===== config.mk =====
export PLATFORM = sky130hd
export DESIGN_NAME = key_num_ctrl
export DESIGN_NICKNAME = d
export VERILOG_FILES = /design/src/rtl/seg_pkg.sv /design/src/rtl/key_debounce.sv /design/src/rtl/key_num_ctrl.sv
export SDC_FILE = /design/constraint.sdc
export NUM_CORES = 1
export LEC_CHECK = 0
export ABC_AREA = 0
export CAP_MARGIN = 0
export CORE_ASPECT_RATIO = 0.75
export CORE_UTILIZATION = 60
export DETAILED_ROUTE_END_ITERATION = 7
export GPL_TIMING_DRIVEN = 0
export PLACE_DENSITY = 0.76
export SLEW_MARGIN = 20
export SYNTH_ARGS = -nofsm -noshare
export SYNTH_HDL_FRONTEND = slang
export SYNTH_SLANG_ARGS = --single-unit

===== constraint.sdc =====
create_clock -name clk -period 2.8 [get_ports clk]
set_clock_uncertainty 0.05 [all_clocks]
set_input_delay 0.28 -clock clk [delete_from_list [all_inputs] [get_ports clk]]
set_output_delay 0.28 -clock clk [all_outputs]
set_load 0.05 [all_outputs]

===== src/rtl/seg_pkg.sv =====
// Shared types and constants for the key input and seven-segment display path.
package seg_pkg;

    localparam int NUM_W = 8;

    typedef enum logic [1:0] {
        S_IDLE,
        S_DN_CHK,
        S_HELD,
        S_UP_CHK
    } deb_state_t;

    // Segment patterns {g,f,e,d,c,b,a}, active-high, indexed by hex digit 0..F.
    localparam logic [15:0][6:0] SEG_DIGITS = {
        7'h71, 7'h79, 7'h5E, 7'h39, 7'h7C, 7'h77, 7'h6F, 7'h7F,
        7'h07, 7'h7D, 7'h6D, 7'h66, 7'h4F, 7'h5B, 7'h06, 7'h3F
    };

endpackage


===== src/rtl/key_debounce.sv =====
// One push-button channel: 2-flop synchroniser, debounce FSM, single-cycle press pulse
// and a held level while the key is accepted as down.
module key_debounce
    import seg_pkg::*;
#(
    parameter int DEB_CYCLES = 1000000
) (
    input  logic clk,
    input  logic rst,
    input  logic key_n_i,
    output logic press_o,
    output logic held_o
);

    localparam int CNT_W = (DEB_CYCLES > 1) ? $clog2(DEB_CYCLES + 1) : 1;
    localparam logic [CNT_W-1:0] CNT_LAST = CNT_W'(DEB_CYCLES - 1);

    logic             sync1_q;
    logic             sync2_q;
    deb_state_t       state_q;
    logic [CNT_W-1:0] cnt_q;
    logic             press_q;

    always_ff @(posedge clk) begin
        if (rst) begin
            sync1_q <= 1'b1;
            sync2_q <= 1'b1;
            state_q <= S_IDLE;
            cnt_q   <= '0;
            press_q <= 1'b0;
        end else begin
            sync1_q <= key_n_i;
            sync2_q <= sync1_q;
            press_q <= 1'b0;
            case (state_q)
                S_IDLE: begin
                    if (!sync2_q) begin
                        state_q <= S_DN_CHK;
                        cnt_q   <= '0;
                    end
                end
                S_DN_CHK: begin
                    if (sync2_q) begin
                        state_q <= S_IDLE;
                    end else if (cnt_q == CNT_LAST) begin
                        state_q <= S_HELD;
                        press_q <= 1'b1;
                    end else begin
                        cnt_q <= cnt_q + CNT_W'(1);
                    end
                end
                S_HELD: begin
                    if (sync2_q) begin
                        state_q <= S_UP_CHK;
                        cnt_q   <= '0;
                    end
                end
                S_UP_CHK: begin
                    // A low glitch during release returns to HELD without a new press.
                    if (!sync2_q) begin
                        state_q <= S_HELD;
                    end else if (cnt_q == CNT_LAST) begin
                        state_q <= S_IDLE;
                    end else begin
                        cnt_q <= cnt_q + CNT_W'(1);
                    end
                end
                default: state_q <= S_IDLE;
            endcase
        end
    end

    assign press_o = press_q;
    assign held_o  = (state_q == S_HELD);

endmodule


===== src/rtl/key_num_ctrl.sv =====
// Button-driven 8-bit value source for the display driver (inc/dec/clr keys).
// Optional auto-repeat of held inc/dec keys: define KEY_NUM_AUTO_REPEAT_EN.
module key_num_ctrl
    import seg_pkg::*;
#(
    parameter int DEB_CYCLES   = 1000000,
    parameter int MAX_VAL      = 255,
    parameter int WRAP         = 0
`ifdef KEY_NUM_AUTO_REPEAT_EN
    ,
    parameter int REPEAT_DELAY = 25000000,
    parameter int REPEAT_RATE  = 5000000
`endif
) (
    input  logic             clk,
    input  logic             rst,
    input  logic             key_inc_n,
    input  logic             key_dec_n,
    input  logic             key_clr_n,
    output logic [NUM_W-1:0] num,
    output logic             num_upd
);

    localparam logic [NUM_W:0] MAX_W = (NUM_W + 1)'(MAX_VAL);

    logic inc_press, dec_press, clr_press;
    logic inc_held, dec_held, clr_held;
    logic inc_ev, dec_ev;

    logic [NUM_W-1:0] num_q, num_d;
    logic             upd_q, upd_d;

    key_debounce #(.DEB_CYCLES(DEB_CYCLES)) u_deb_inc (
        .clk(clk), .rst(rst), .key_n_i(key_inc_n), .press_o(inc_press), .held_o(inc_held)
    );
    key_debounce #(.DEB_CYCLES(DEB_CYCLES)) u_deb_dec (
        .clk(clk), .rst(rst), .key_n_i(key_dec_n), .press_o(dec_press), .held_o(dec_held)
    );
    key_debounce #(.DEB_CYCLES(DEB_CYCLES)) u_deb_clr (
        .clk(clk), .rst(rst), .key_n_i(key_clr_n), .press_o(clr_press), .held_o(clr_held)
    );

    function automatic logic [NUM_W-1:0] step_up(input logic [NUM_W-1:0] v);
        logic [NUM_W:0] s;
        s = {1'b0, v} + (NUM_W + 1)'(1);
        if (s > MAX_W) return (WRAP != 0) ? '0 : MAX_W[NUM_W-1:0];
        return s[NUM_W-1:0];
    endfunction

    function automatic logic [NUM_W-1:0] step_down(input logic [NUM_W-1:0] v);
        logic [NUM_W:0] s;
        s = {1'b0, v} - (NUM_W + 1)'(1);
        if (s[NUM_W]) return (WRAP != 0) ? MAX_W[NUM_W-1:0] : '0;
        return s[NUM_W-1:0];
    endfunction

`ifdef KEY_NUM_AUTO_REPEAT_EN
    localparam int REP_MAX = (REPEAT_DELAY > REPEAT_RATE) ? REPEAT_DELAY : REPEAT_RATE;
    localparam int REP_W   = $clog2(REP_MAX + 1);

    // Index 0 is inc, 1 is dec; counter is 0 in the cycle the key enters HELD.
    logic [1:0]       rep_held;
    logic [1:0]       rep_fire;
    logic [1:0]       rep_armed_q;
    logic [REP_W-1:0] rep_cnt_q [2];
    logic             unused_clr_held;

    assign rep_held        = {dec_held, inc_held};
    assign unused_clr_held = clr_held;

    always_comb begin
        for (int i = 0; i < 2; i++) begin
            rep_fire[i] = rep_held[i] &&
                (rep_cnt_q[i] == (rep_armed_q[i] ? REP_W'(REPEAT_RATE) : REP_W'(REPEAT_DELAY)));
        end
    end

    always_ff @(posedge clk) begin
        for (int i = 0; i < 2; i++) begin
            if (rst || !rep_held[i]) begin
                rep_cnt_q[i]   <= '0;
                rep_armed_q[i] <= 1'b0;
            end else if (rep_fire[i]) begin
                rep_cnt_q[i]   <= REP_W'(1);
                rep_armed_q[i] <= 1'b1;
            end else begin
                rep_cnt_q[i] <= rep_cnt_q[i] + REP_W'(1);
            end
        end
    end

    assign inc_ev = inc_press | rep_fire[0];
    assign dec_ev = dec_press | rep_fire[1];
`else
    logic unused_held;

    assign unused_held = inc_held ^ dec_held ^ clr_held;
    assign inc_ev      = inc_press;
    assign dec_ev      = dec_press;
`endif

    always_comb begin
        num_d = num_q;
        if (clr_press) begin
            num_d = '0;
        end else if (inc_ev && dec_ev) begin
            num_d = num_q;
        end else if (inc_ev) begin
            num_d = step_up(num_q);
        end else if (dec_ev) begin
            num_d = step_down(num_q);
        end
        upd_d = (num_d != num_q);
    end

    always_ff @(posedge clk) begin
        if (rst) begin
            num_q <= '0;
            upd_q <= 1'b0;
        end else begin
            num_q <= num_d;
            upd_q <= upd_d;
        end
    end

    assign num     = num_q;
    assign num_upd = upd_q;

endmodule


==> results_dict.tcl <==
set metrics [dict create \
    status "finished clean" \
    grt_overflow 0 \
    arrival_ns 2.86 \
    hold_path_depth 1 \
    synth_cell_types 63 \
    syn_inst 540 \
    dp_hpwl_um 6973 \
    die_w_um 101.3 \
    layout_commonest_cell "dfxtp_1" \
    reg2reg_depth 9 \
    fin_crit_ns 2.722 \
    ys_async_sr_fraction_pct 0 \
    routedWlPerCell_um 15.04 \
    maxCapViolations 0 \
    worstSetupStartpointType "register" \
    area_growth_pct 9.842 \
    yosysTopAreaCell "dfxtp_1" \
    yosysTopAreaCellShare_pct 37.90 \
    hp-start "u_deb_inc.sync1_q" \
    grt_pass1_vias 3659 \
    grt_use_met3_pct 5.046 \
    chipHeight_um 76.47 \
    drt_iter0_drc 223 \
    synth_area_mm2 0.004437 \
    nets 572 \
    drt-total-wl_um 9969 \
    final_util_pct 69.68 \
    antenna_found_initial 0 \
    postCtsHoldBufs 0 \
    h-tree-depth 3 \
    power.leakage_nw 1.579 \
    antennaDiodeCount 0 \
    relSlewSlack_pct 49.54 \
    ys_warn_count 0 \
    die_area_mm2 0.007746 \
    clkSinkCount 84 \
    power_density_mw_per_mm2 430.9 \
    initial_core_util_pct 63.43 \
    cts_tree "done" \
    grt_max_degree 14 \
    use_met1_pct 37.82 \
    vias 4003 \
    fp-row-count 26 \
    worstPathRequired_ns 2.94 \
    fmaxAchievable_ghz 0.3674 \
    syn-num-nets 551 \
    boundaryPins 14 \
    synth-edff-count 0 \
    synth_ff_type "dfxtp_1" \
    r2r-start "num[0]" \
    hp-class "register to register" \
    cp_max_fo 9 \
    finalPower_mw 2.100 \
    criticalPathCategory "register to register" \
    seq_area_frac_synth_pct 37.90 \
    ys_seq_elements 84 \
    maxSlewViolCount 0 \
    port_buffers 12 \
    synthTopCellsByArea "dfxtp_1 38%, nor2_1 6.8%, xnor2_1 4.7%" \
    track_usage_pct 27.22 \
    setup_viol 0 \
    final_cell_mix "83 x dfxtp_1, 80 x nor2_1, 36 x nand2_1, 24 x xnor2_1" \
    firstDrtPassIters 5 \
    cts.clk_slew.worst_paths_ns 0.08 \
    gp_congestion 0.9610 \
    syn_area_per_cell_um2 8.216 \
    crit_start "num[0]" \
    rsz0062_at_grt "no" \
    worstMarginPinSlew_ns 0.7554 \
    drive_above_1_share_pct 7.611 \
    final.setup.tns_ns 0 \
    drtAntennaViolNets 0 \
    grt_pass1_wl_um 16900 \
    irDropWorstVdd_mv 0.3781 \
    grt_busiest_layer "met2" \
    root_buffer "clkbuf_8" \
    critPathCaptureType "register" \
    drc_errors 0 \
    hold_violations 0 \
    use_met2_pct 41.63 \
    post_cts_buffers 0 \
    clock_latency_ns 0.35 \
    viasPerCell 6.038 \
    cts_made_buffers 9 \
    cts.path.max_buffers 2 \
    timing.final.crit_share_pct 97.22 \
    core_mm2 0.006994 \
]
==> metrics by stage <==
stage          area, um^2  hold WS, ns  setup slack, ns  instances
6_report             4873       0.3682          0.07793        663
2_1_floorplan        4437       0.3338        0.0008029        540
3_3_place_gp         4679       0.3433          -0.2021        650
3_5_place_dp         4679       0.3481          -0.1881        650
4_1_cts              4868       0.3672          0.02442        664
5_1_grt              4873       0.3866          0.01550        663
==> metal layers <==
metal,vias up,share of wire [%]
li1,2000,-
met1,1866,48
met4,0,1.4
met2,121,45
met5,-,0
met3,16,5.8
==> synth_stat cells, types with 2 or more instances <==
library cell   n
a2111oi_0      4
a211o_1        2
a211oi_1       4
a21o_1         4
a21oi_1       23
a22oi_1        4
a311oi_2       3
a31oi_1        7
and3_1        10
and4_1         4
buf_1          2
buf_6          3
clkbuf_1      22
dfxtp_1       84
ha_1           6
inv_1         15
mux2i_1        5
nand2_1       36
nand2b_1       4
nand3_1       23
nand3b_1       2
nand4_1       16
nand4b_1       2
nor2_1        80
nor2b_1        4
nor3_1        16
nor3b_1        2
nor4_1        20
nor4b_1        5
nor4bb_1       2
o21ai_0       15
o21ai_1        6
o22ai_1        3
o31a_1         3
o31ai_4        2
or2_2         10
or3_1         13
or3b_2         2
or4_1          6
xnor2_1       24
xor2_1        20
==> critical path, cell delays in order (launching register included) <==
cell and delay (ns):
dfxtp_1 0.36, clkbuf_2 0.22, inv_1 0.10, ha_1 0.26, or3b_2 0.27, nor2_1 0.08
o31a_1 0.27, or3_1 0.38, a221oi_1 0.38, a41oi_1 0.19
==> path summary, 6_finish.rpt <==
| path | to | slack [ns] |
|---|---|---|
| hold reg to reg | u_deb_inc.sync2_q | 0.37 |
| hold / removal | u_deb_inc.sync2_q | 0.37 |
| setup / recovery | num_upd | 0.08 |
| setup reg to reg | num_upd | 0.08 |
==> area by class of cell <==
class                   instances  area [um^2]
multi-input cells             413         2579
flip-flops and latches         84         1683
clock buffers                  10        137.6
plain buffers                  26        122.6
clock inverters                 5        52.55
inverters                      15        56.30
well taps                      98        122.6
fillers                       588         2121
repair buffers                 12        120.1
==> state kept, by name, indices dropped and copies added, names as in the netlist, named ones only <==
| register | count |
|---|---|
| u_deb_inc.sync2_q | 1 |
| u_deb_clr.cnt_q | 20 |
| u_deb_clr.press_o | 1 |
| u_deb_dec.sync1_q | 1 |
| u_deb_clr.sync2_q | 1 |
| u_deb_inc.state_q | 1 |
| u_deb_clr.sync1_q | 1 |
| num_upd | 1 |
| u_deb_clr.state_q | 1 |
| u_deb_inc.cnt_q | 20 |
| u_deb_dec.press_o | 1 |
| u_deb_inc.sync1_q | 1 |
| u_deb_dec.sync2_q | 1 |
| u_deb_dec.state_q | 1 |
| num | 8 |
| u_deb_dec.cnt_q | 20 |
| u_deb_inc.press_o | 1 |
==> cell families after synthesis <==
logic type	synth area share (%)
multiplexers	1.128
adder cells (fa/ha/maj)	1.692
XOR/XNOR	8.686
AND/OR/NAND/NOR	30.65
AO/OA/AOI/OAI	15.76
flip-flops	37.90
buffers and inverters	4.174
==> power by group <==
| group | leakage, nW | internal, mW | switching, mW | total, mW |
|---|---|---|---|---|
| registers | 0.678 | 1.20 | 0.00377 | 1.20 |
| logic | 0.803 | 0.0199 | 0.0431 | 0.0630 |
| clock network | 0.0979 | 0.427 | 0.408 | 0.834 |
==> repair_timing <==
item                       in CTS  in global routing
gates cloned                    0                  0
pin swaps                       0                  0
setup endpoints to repair       1                  1
gates resized for setup         2                  2
Power figures use the tool's default switching activity.
